<file path="src/rtl/ram_arb_pkg.sv">
// Shared constants and FSM encoding for the RAM port arbiter.
package ram_arb_pkg;

  localparam int unsigned NREQ_DEF = 4;
  localparam int unsigned AW_DEF   = 4;
  localparam int unsigned DW_DEF   = 4;
  localparam int unsigned LOCK_MAX = 4;

  typedef enum logic [0:0] {
    IDLE  = 1'b0,
    GRANT = 1'b1
  } state_e;

endpackage

</file>
<file path="src/rtl/rr_pick.sv">
// Combinational round-robin picker: first active request after last_winner, wrapping.
module rr_pick #(
  parameter int unsigned NREQ = 4,
  parameter int unsigned LW   = 2
) (
  input  logic [NREQ-1:0] req,
  input  logic [LW-1:0]   last_winner,
  output logic [NREQ-1:0] winner,
  output logic            any
);

  logic          found;
  logic [LW-1:0] idx;

  always_comb begin
    winner = '0;
    found  = 1'b0;
    idx    = '0;
    any    = |req;
    for (int unsigned k = 1; k <= NREQ; k++) begin
      idx = LW'((32'(last_winner) + k) % NREQ);
      if (!found && req[idx]) begin
        winner[idx] = 1'b1;
        found       = 1'b1;
      end
    end
  end

endmodule

</file>
<file path="src/rtl/ram_port_arbiter.sv">
// Round-robin arbiter sharing one synchronous-read memory port among NREQ requesters.
// Define RAM_ARB_LOCK_EN to add the lock port and capped burst re-grants.
module ram_port_arbiter
  import ram_arb_pkg::*;
#(
  parameter int unsigned NREQ = NREQ_DEF,
  parameter int unsigned AW   = AW_DEF,
  parameter int unsigned DW   = DW_DEF
) (
  input  logic              clk1,
  input  logic              rst,
  input  logic [NREQ-1:0]   req,
  input  logic [NREQ-1:0]   we,
  input  logic [NREQ*AW-1:0] addr,
  input  logic [NREQ*DW-1:0] wdata,
`ifdef RAM_ARB_LOCK_EN
  input  logic [NREQ-1:0]   lock,
`endif
  output logic [NREQ-1:0]   gnt,
  output logic [NREQ-1:0]   rvalid,
  output logic [DW-1:0]     rdata,
  output logic              mem_en,
  output logic              mem_we,
  output logic [AW-1:0]     mem_addr,
  output logic [DW-1:0]     mem_wdata,
  input  logic [DW-1:0]     mem_rdata
);

  localparam int unsigned LW = (NREQ > 1) ? $clog2(NREQ) : 1;

  state_e            state_q, state_d;
  logic [LW-1:0]     last_q, last_d;
  logic [NREQ-1:0]   gnt_q, gnt_d, rvalid_q, rvalid_d;
  logic              mem_en_q, mem_en_d, mem_we_q, mem_we_d;
  logic [AW-1:0]     mem_addr_q, mem_addr_d;
  logic [DW-1:0]     mem_wdata_q, mem_wdata_d;

  logic [NREQ-1:0]   pick_winner, grant_vec;
  logic              pick_any, grant_any, relock;
  logic [LW-1:0]     win_idx;
  logic              sel_we;
  logic [AW-1:0]     sel_addr;
  logic [DW-1:0]     sel_wdata;

  rr_pick #(.NREQ(NREQ), .LW(LW)) u_pick (
    .req         (req),
    .last_winner (last_q),
    .winner      (pick_winner),
    .any         (pick_any)
  );

`ifdef RAM_ARB_LOCK_EN
  localparam int unsigned CW = $clog2(LOCK_MAX);
  logic [CW-1:0] lock_cnt_q, lock_cnt_d;
  logic          after_gnt_q;

  // Re-grant only in the IDLE cycle right after a grant, until LOCK_MAX consecutive grants.
  assign relock = after_gnt_q && req[last_q] && lock[last_q] &&
                  (lock_cnt_q < CW'(LOCK_MAX - 1));

  always_comb begin
    lock_cnt_d = lock_cnt_q;
    if (state_q == IDLE && grant_any) lock_cnt_d = relock ? lock_cnt_q + CW'(1) : '0;
  end

  always_ff @(posedge clk1 or posedge rst) begin
    if (rst) begin
      lock_cnt_q  <= '0;
      after_gnt_q <= 1'b0;
    end else begin
      lock_cnt_q  <= lock_cnt_d;
      after_gnt_q <= (state_q == GRANT);
    end
  end
`else
  assign relock = 1'b0;
`endif

  assign grant_vec = relock ? (NREQ'(1) << last_q) : pick_winner;
  assign grant_any = relock | pick_any;

  always_comb begin
    win_idx   = '0;
    sel_we    = 1'b0;
    sel_addr  = '0;
    sel_wdata = '0;
    for (int i = 0; i < int'(NREQ); i++) begin
      if (grant_vec[i]) begin
        win_idx   = LW'(i);
        sel_we    = we[i];
        sel_addr  = addr[i*AW +: AW];
        sel_wdata = wdata[i*DW +: DW];
      end
    end
  end

  always_ff @(posedge clk1 or posedge rst) begin
    if (rst) state_q <= IDLE;
    else     state_q <= state_d;
  end

  always_comb begin
    state_d = state_q;
    case (state_q)
      IDLE:    if (grant_any) state_d = GRANT;
      GRANT:   state_d = IDLE;
      default: state_d = IDLE;
    endcase
  end

  always_comb begin
    gnt_d       = '0;
    mem_en_d    = 1'b0;
    mem_we_d    = 1'b0;
    mem_addr_d  = mem_addr_q;
    mem_wdata_d = mem_wdata_q;
    last_d      = last_q;
    rvalid_d    = (mem_en_q && !mem_we_q) ? gnt_q : '0;
    if (state_q == IDLE && grant_any) begin
      gnt_d       = grant_vec;
      mem_en_d    = 1'b1;
      mem_we_d    = sel_we;
      mem_addr_d  = sel_addr;
      mem_wdata_d = sel_wdata;
      last_d      = win_idx;
    end
  end

  always_ff @(posedge clk1 or posedge rst) begin
    if (rst) begin
      gnt_q       <= '0;
      rvalid_q    <= '0;
      mem_en_q    <= 1'b0;
      mem_we_q    <= 1'b0;
      mem_addr_q  <= '0;
      mem_wdata_q <= '0;
      last_q      <= LW'(NREQ - 1);
    end else begin
      gnt_q       <= gnt_d;
      rvalid_q    <= rvalid_d;
      mem_en_q    <= mem_en_d;
      mem_we_q    <= mem_we_d;
      mem_addr_q  <= mem_addr_d;
      mem_wdata_q <= mem_wdata_d;
      last_q      <= last_d;
    end
  end

  assign gnt       = gnt_q;
  assign rvalid    = rvalid_q;
  assign mem_en    = mem_en_q;
  assign mem_we    = mem_we_q;
  assign mem_addr  = mem_addr_q;
  assign mem_wdata = mem_wdata_q;
  // Memory read data arrives one cycle after the command; pass it through while valid.
  assign rdata     = (|rvalid_q) ? mem_rdata : '0;

endmodule

</file>
<file path="config.mk">
export PLATFORM = sky130hd
export DESIGN_NAME = ram_port_arbiter
export DESIGN_NICKNAME = d
export VERILOG_FILES = /design/src/rtl/ram_arb_pkg.sv /design/src/rtl/rr_pick.sv /design/src/rtl/ram_port_arbiter.sv
export SDC_FILE = /design/constraint.sdc
export NUM_CORES = 1
export LEC_CHECK = 0
export ABC_AREA = 1
export CORE_MARGIN = 5
export CORE_UTILIZATION = 45
export CTS_BUF_LIST = sky130_fd_sc_hd__clkbuf_2 sky130_fd_sc_hd__clkbuf_4 sky130_fd_sc_hd__clkbuf_8
export CTS_CLUSTER_DIAMETER = 80
export DETAILED_ROUTE_END_ITERATION = 8
export GPL_TIMING_DRIVEN = 1
export PLACE_DENSITY = 0.82
export SLEW_MARGIN = 20
export SYNTH_ARGS = -nofsm -noshare
export SYNTH_HDL_FRONTEND = slang
export SYNTH_SLANG_ARGS = --single-unit
</file>
<file path="constraint.sdc">
create_clock -name clk1 -period 2.7 [get_ports clk1]
set_input_delay 0.27 -clock clk1 [delete_from_list [all_inputs] [get_ports clk1]]
set_output_delay 0.27 -clock clk1 [all_outputs]
set_load 0.01 [all_outputs]
</file>
==> flow_summary.toml, run 1 <==
[status]
outcome = "complete, no violations"

[yosys]
yosysMostFrequentCell = "nand2_1"
yosysWarnings = 0
synth_ff_type = "dfrtp_1"
synth_top_cell_area_share_pct = 27.3
synth_edf_count = 0
synth.area.top_cells = "dfrtp_1 27%, nand2_1 16%, nand3_1 10%"
yosysTopAreaCell = "dfrtp_1"
synthTopCellsByCount = "69 x nand2_1, 33 x nand3_1, 28 x inv_1"
ys_seq_area_share_pct = 30.4
synth_fp_nets = 284
syn_area_sq_um = 1650
syn-mean-instance-area_sq_um = 7.19
async_reset_ff_share_pct = 100
yosysUniqueCellTypes = 25
ys_ff_latch = 20
synthCells = 230

[pwr]
pwr_density_cell_nw_per_um2 = 1210
pwr-share-comb_pct = 72.9
swShare_pct = 50.4
irDropWorstVdd_mv = 0.762
seq_power_share_pct = 16.7
intPower_uw = 1470
p_sw_uw = 1490
p_leak_uw = 0.00123
clockPowerShare_pct = 10.4

[detailed_routing]
postRouteAntennaNets = 0
drc = 0
first_pass_iters = 5
detail_route.iter0.violations = 68
avgRoutedWirePerCell_microns = 13.1
wirelength_mm = 4.56
via_per_inst = 4.88
dr_total_vias = 1697

[global_routing]
use_met1_pct = 23.2
met3_usage_pct = 3.27
grt_pass1_wl_mm = 7.53
antenna_found_initial = 0
grt_max_degree = 21
busiest_layer = "met2"
gr-total-overflow = 0
track_usage_pct = 18.7
gr-usage-met2_pct = 32.5
grt_pass1_vias = 1642

[finish]
drive_above_1_share_pct = 14.3
final_util_pct = 67.8
fin_nets = 355
design_area_sq_um = 2450
area_delta_synth_final_pct = 48.0
num_antenna_cells = 0
fillers = 309

[cts]
ctsHtreeMaxLevel = 1
clkSlewWorstSetupHoldPaths_ps = 80
root_buffer = "clkbuf_8"
cts_tree = "yes"
cts_sinks = 20
cts_buffers = 3
cts_buffer_depth = 2
clk_latency_ps = 260
cts_setup_buffers = 0

[hold_path]
hp-class = "input port to asynchronous set/reset pin"

[timing]
fmax_mhz = 404
tightest_slew_ps = 763
maxSlewViolCount = 0
report.final.hold_viol_count = 0
rsz0062_at_grt = "no"
skew_ps = 3.73
fin_crit_sh_pct = 91.7
setup-tns-final_ps = 0
relSlewSlack_pct = 49.1
final-setup-viol-count = 0
min_period_ps = 2480

[critical_path]
reg2reg_depth = 14
reg2reg_slack_ps = 220
arrival_ps = 2640
crit-reg2reg-launch = "last_q[1]"
critPathLaunchType = "flip-flop"
critPathKind = "flip-flop to flip-flop"
worstPathMaxFanout = 8
r2r_end = "mem_addr[1]"
worstPathRequired_ps = 2860
endpoint_kind = "flip-flop"

[placement]
port_buffers = 67
place_congestion = 0.838
hpwl_mm = 3.58
place_area_sq_um = 2370

[flow_run]
maxCapViolCount = 0

[die]
die_x_microns = 70.6
die_y_microns = 70.6
die_area_sq_um = 4990
core_area_sq_um = 3610
rows = 22
start_util_pct = 45.8
pin_count = 68
-- metrics by stage --
step                std cells  hold WS [ps]  setup WS (ps)  power, uW
floorplan                 230           232            500       2130
detailed placement        344           483            236       2650
global placement          344           479            335       2610
global route              348           519           25.3       3260
finish                    348           438            224       2960
CTS                       348           479            224       2960
-- logic make-up (layout without fill, tap and decap cells) --
kind of cell | Yosys count | in the layout | synth area share, %
simple gates | 141 | 141 | 42.4
buf+inv | 36 | 106 | 10.2
compound gates | 25 | 25 | 10.9
flops | 20 | 20 | 30.4
fa+ha+maj | 8 | 8 | 6.06
-- what timing repair did --
item                       4_1_cts  5_1_grt
gates resized for setup          0        1
setup endpoints to repair        0        1
hold buffers                     0        0
-- sequential cells by signal, summed over array words and instances (netlist names) --
register and count:
rvalid 4, gnt 4, mem_we 1, last_q 2
mem_wdata 4, mem_en 1, mem_addr 4
-- worst max-delay path, stage by stage, from the launching register on --
cell and delay, ps:
dfstp_2 610, inv_1 170, ha_1 400, inv_1 90, nand3_2 140, nand2_4 90
nand2_4 130, nor2_8 60, nand2_1 70, nand3_2 130, buf_4 210, a21oi_2 120
nand2_1 60, nand2_1 50, nand2_1 40
-- layout make-up --
type / count / area [sq um] / share of cell area [%]
tap: 48 / 60.1 / 2.46
sequential: 20 / 503 / 20.6
timing repair buffer: 71 / 701 / 28.6
multi-input combinational: 174 / 988 / 40.4
inverter: 31 / 123 / 5.01
clock buffer: 3 / 41.3 / 1.69
clock inverter: 1 / 30.0 / 1.23
-- routing by layer --
metal	up-vias	wire length (microns)	part of all wire (%)
li1	868	-	-
met1	764	1890	41
met4	0	84	1.8
met5	-	0	0
met3	7	305	6.7
met2	58	2280	50
-- worst max path at each step --
stage	startpoint	end	slack (ps)	cells after the start
floorplan	last_q[0]	mem_addr[0]	500	15
global placement	last_q[1]	mem_addr[0]	340	12
detailed placement	last_q[1]	mem_we	240	12
CTS	last_q[1]	mem_wdata[0]	220	12
global route	last_q[1]	mem_addr[0]	30	14
finish	last_q[1]	mem_addr[1]	220	14
-- layout by cell type (no fill, tap or decap) --
cell             count
nand3b_4             1
nand3_1             33
buf_4                4
nand3_4              1
clkbuf_8             3
nand2_4              3
dfstp_2              2
ha_1                 8
nor2_1              20
nand3_2              4
inv_6                1
nand2_1             69
nor4_1               1
a21oi_1             11
nor2_8               2
dfrtp_1             18
bufinv_16            1
inv_2                1
inv_1               28
clkdlybuf4s50_1     67
nand2_2              7
clkinv_2             1
a31oi_1              2
a21oi_2             10
a21oi_4              2
-- power by group through the flow --
stage | logic (uW) | registers [uW] | clock network, uW
2_1_floorplan | 1590 | 539 | 0
3_3_place_gp | 2110 | 498 | 0
3_5_place_dp | 2140 | 502 | 0
4_1_cts | 2150 | 496 | 310
5_1_grt | 2410 | 510 | 334
6_report | 2160 | 495 | 308
Power figures use the tool's default switching activity.
==> inputs of run 2 (changes only) <==
TNS_END_PERCENT = 100   (was unset)
==> results of run 2 <==
No change in the layout: final DEF, timing and power equal those of run 1.
==> edit, RTL diff (settings of run 2) <==
Set the package constant `AW_DEF` to 6 (it was 4).
--- a/src/rtl/ram_arb_pkg.sv
+++ b/src/rtl/ram_arb_pkg.sv
@@ -2,7 +2,7 @@
 package ram_arb_pkg;
 
   localparam int unsigned NREQ_DEF = 4;
-  localparam int unsigned AW_DEF   = 4;
+  localparam int unsigned AW_DEF   = 6;
   localparam int unsigned DW_DEF   = 4;
   localparam int unsigned LOCK_MAX = 4;
 
Ports: changed (resized addr and mem_addr); port bits go from 68 to 78. No check against the original RTL was run, so the function may have changed too.
==> edit against run 2 <==
Total power up 8.2%. Routed wire length up 20%. Clock power down 20%. Design area up 12%. Worst setup slack better by 28 ps. Synthesized cell count up 14%. Area after synthesis up 15%. Final cell count up 12%. Sequential cell count up 2. Critical endpoint is now mem_we.
==> edit: results <==
{
  "status": "complete, no violations",
  "grt_max_degree": 23,
  "grt_util_met2": 0.357,
  "synth.area.top_cells": "dfrtp_1 26%, nand2_1 15%, nand3_1 8.2%, nand3_2 6.3%, a21oi_1 6.1%",
  "period_needed_ps": 2450,
  "r2r_cells": 13,
  "r2r_slack_ps": 250,
  "grt_use_total": 0.198,
  "first_pass_iters": 4,
  "route.met2.wl_um": 2810,
  "r2r_end": "mem_we",
  "leakagePower_nw": 1.38,
  "clkCellAreaFrac": 0.0201,
  "synth_compound_area_frac": 0.0766,
  "yosysSeqAreaShare": 0.292,
  "fin_skew_ps": 6.17,
  "num-clock-buffers": 4,
  "worstPathArrival_ps": 2650,
  "syn_nets": 325,
  "num-nonclk-buffers": 84,
  "totalWireLength_um": 5460,
  "seq_area_frac": 0.202,
  "hpwl_um": 4310,
  "placed_cells": 386,
  "io_buffers": 77,
  "layout.nets": 403
}
## edit: per-stage QoR
step | instance area [um2] | util
floorplan | 1890 | -
global placement | 2680 | 0.666
finish | 2740 | 0.680
global route | 2740 | 0.680
detailed placement | 2680 | 0.666
CTS | 2740 | 0.680
## edit: power groups by stage
stage	registers, mW	logic, mW	clock network (mW)
3_3_place_gp	0.538	2.35	0
3_5_place_dp	0.547	2.41	0
6_report	0.541	2.42	0.245
2_1_floorplan	0.583	1.83	0
4_1_cts	0.540	2.42	0.249
5_1_grt	0.557	2.68	0.265
## edit: critical path, stage by stage, from the launching register on
cell	delay (ps)
dfstp_2	620
inv_1	80
ha_1	330
inv_1	140
nand3_4	120
nand2_4	120
nand2_4	80
nor2_8	150
nand2_1	80
nand2_1	330
nand2_1	160
inv_1	100
nand2_1	50
nand2_1	50
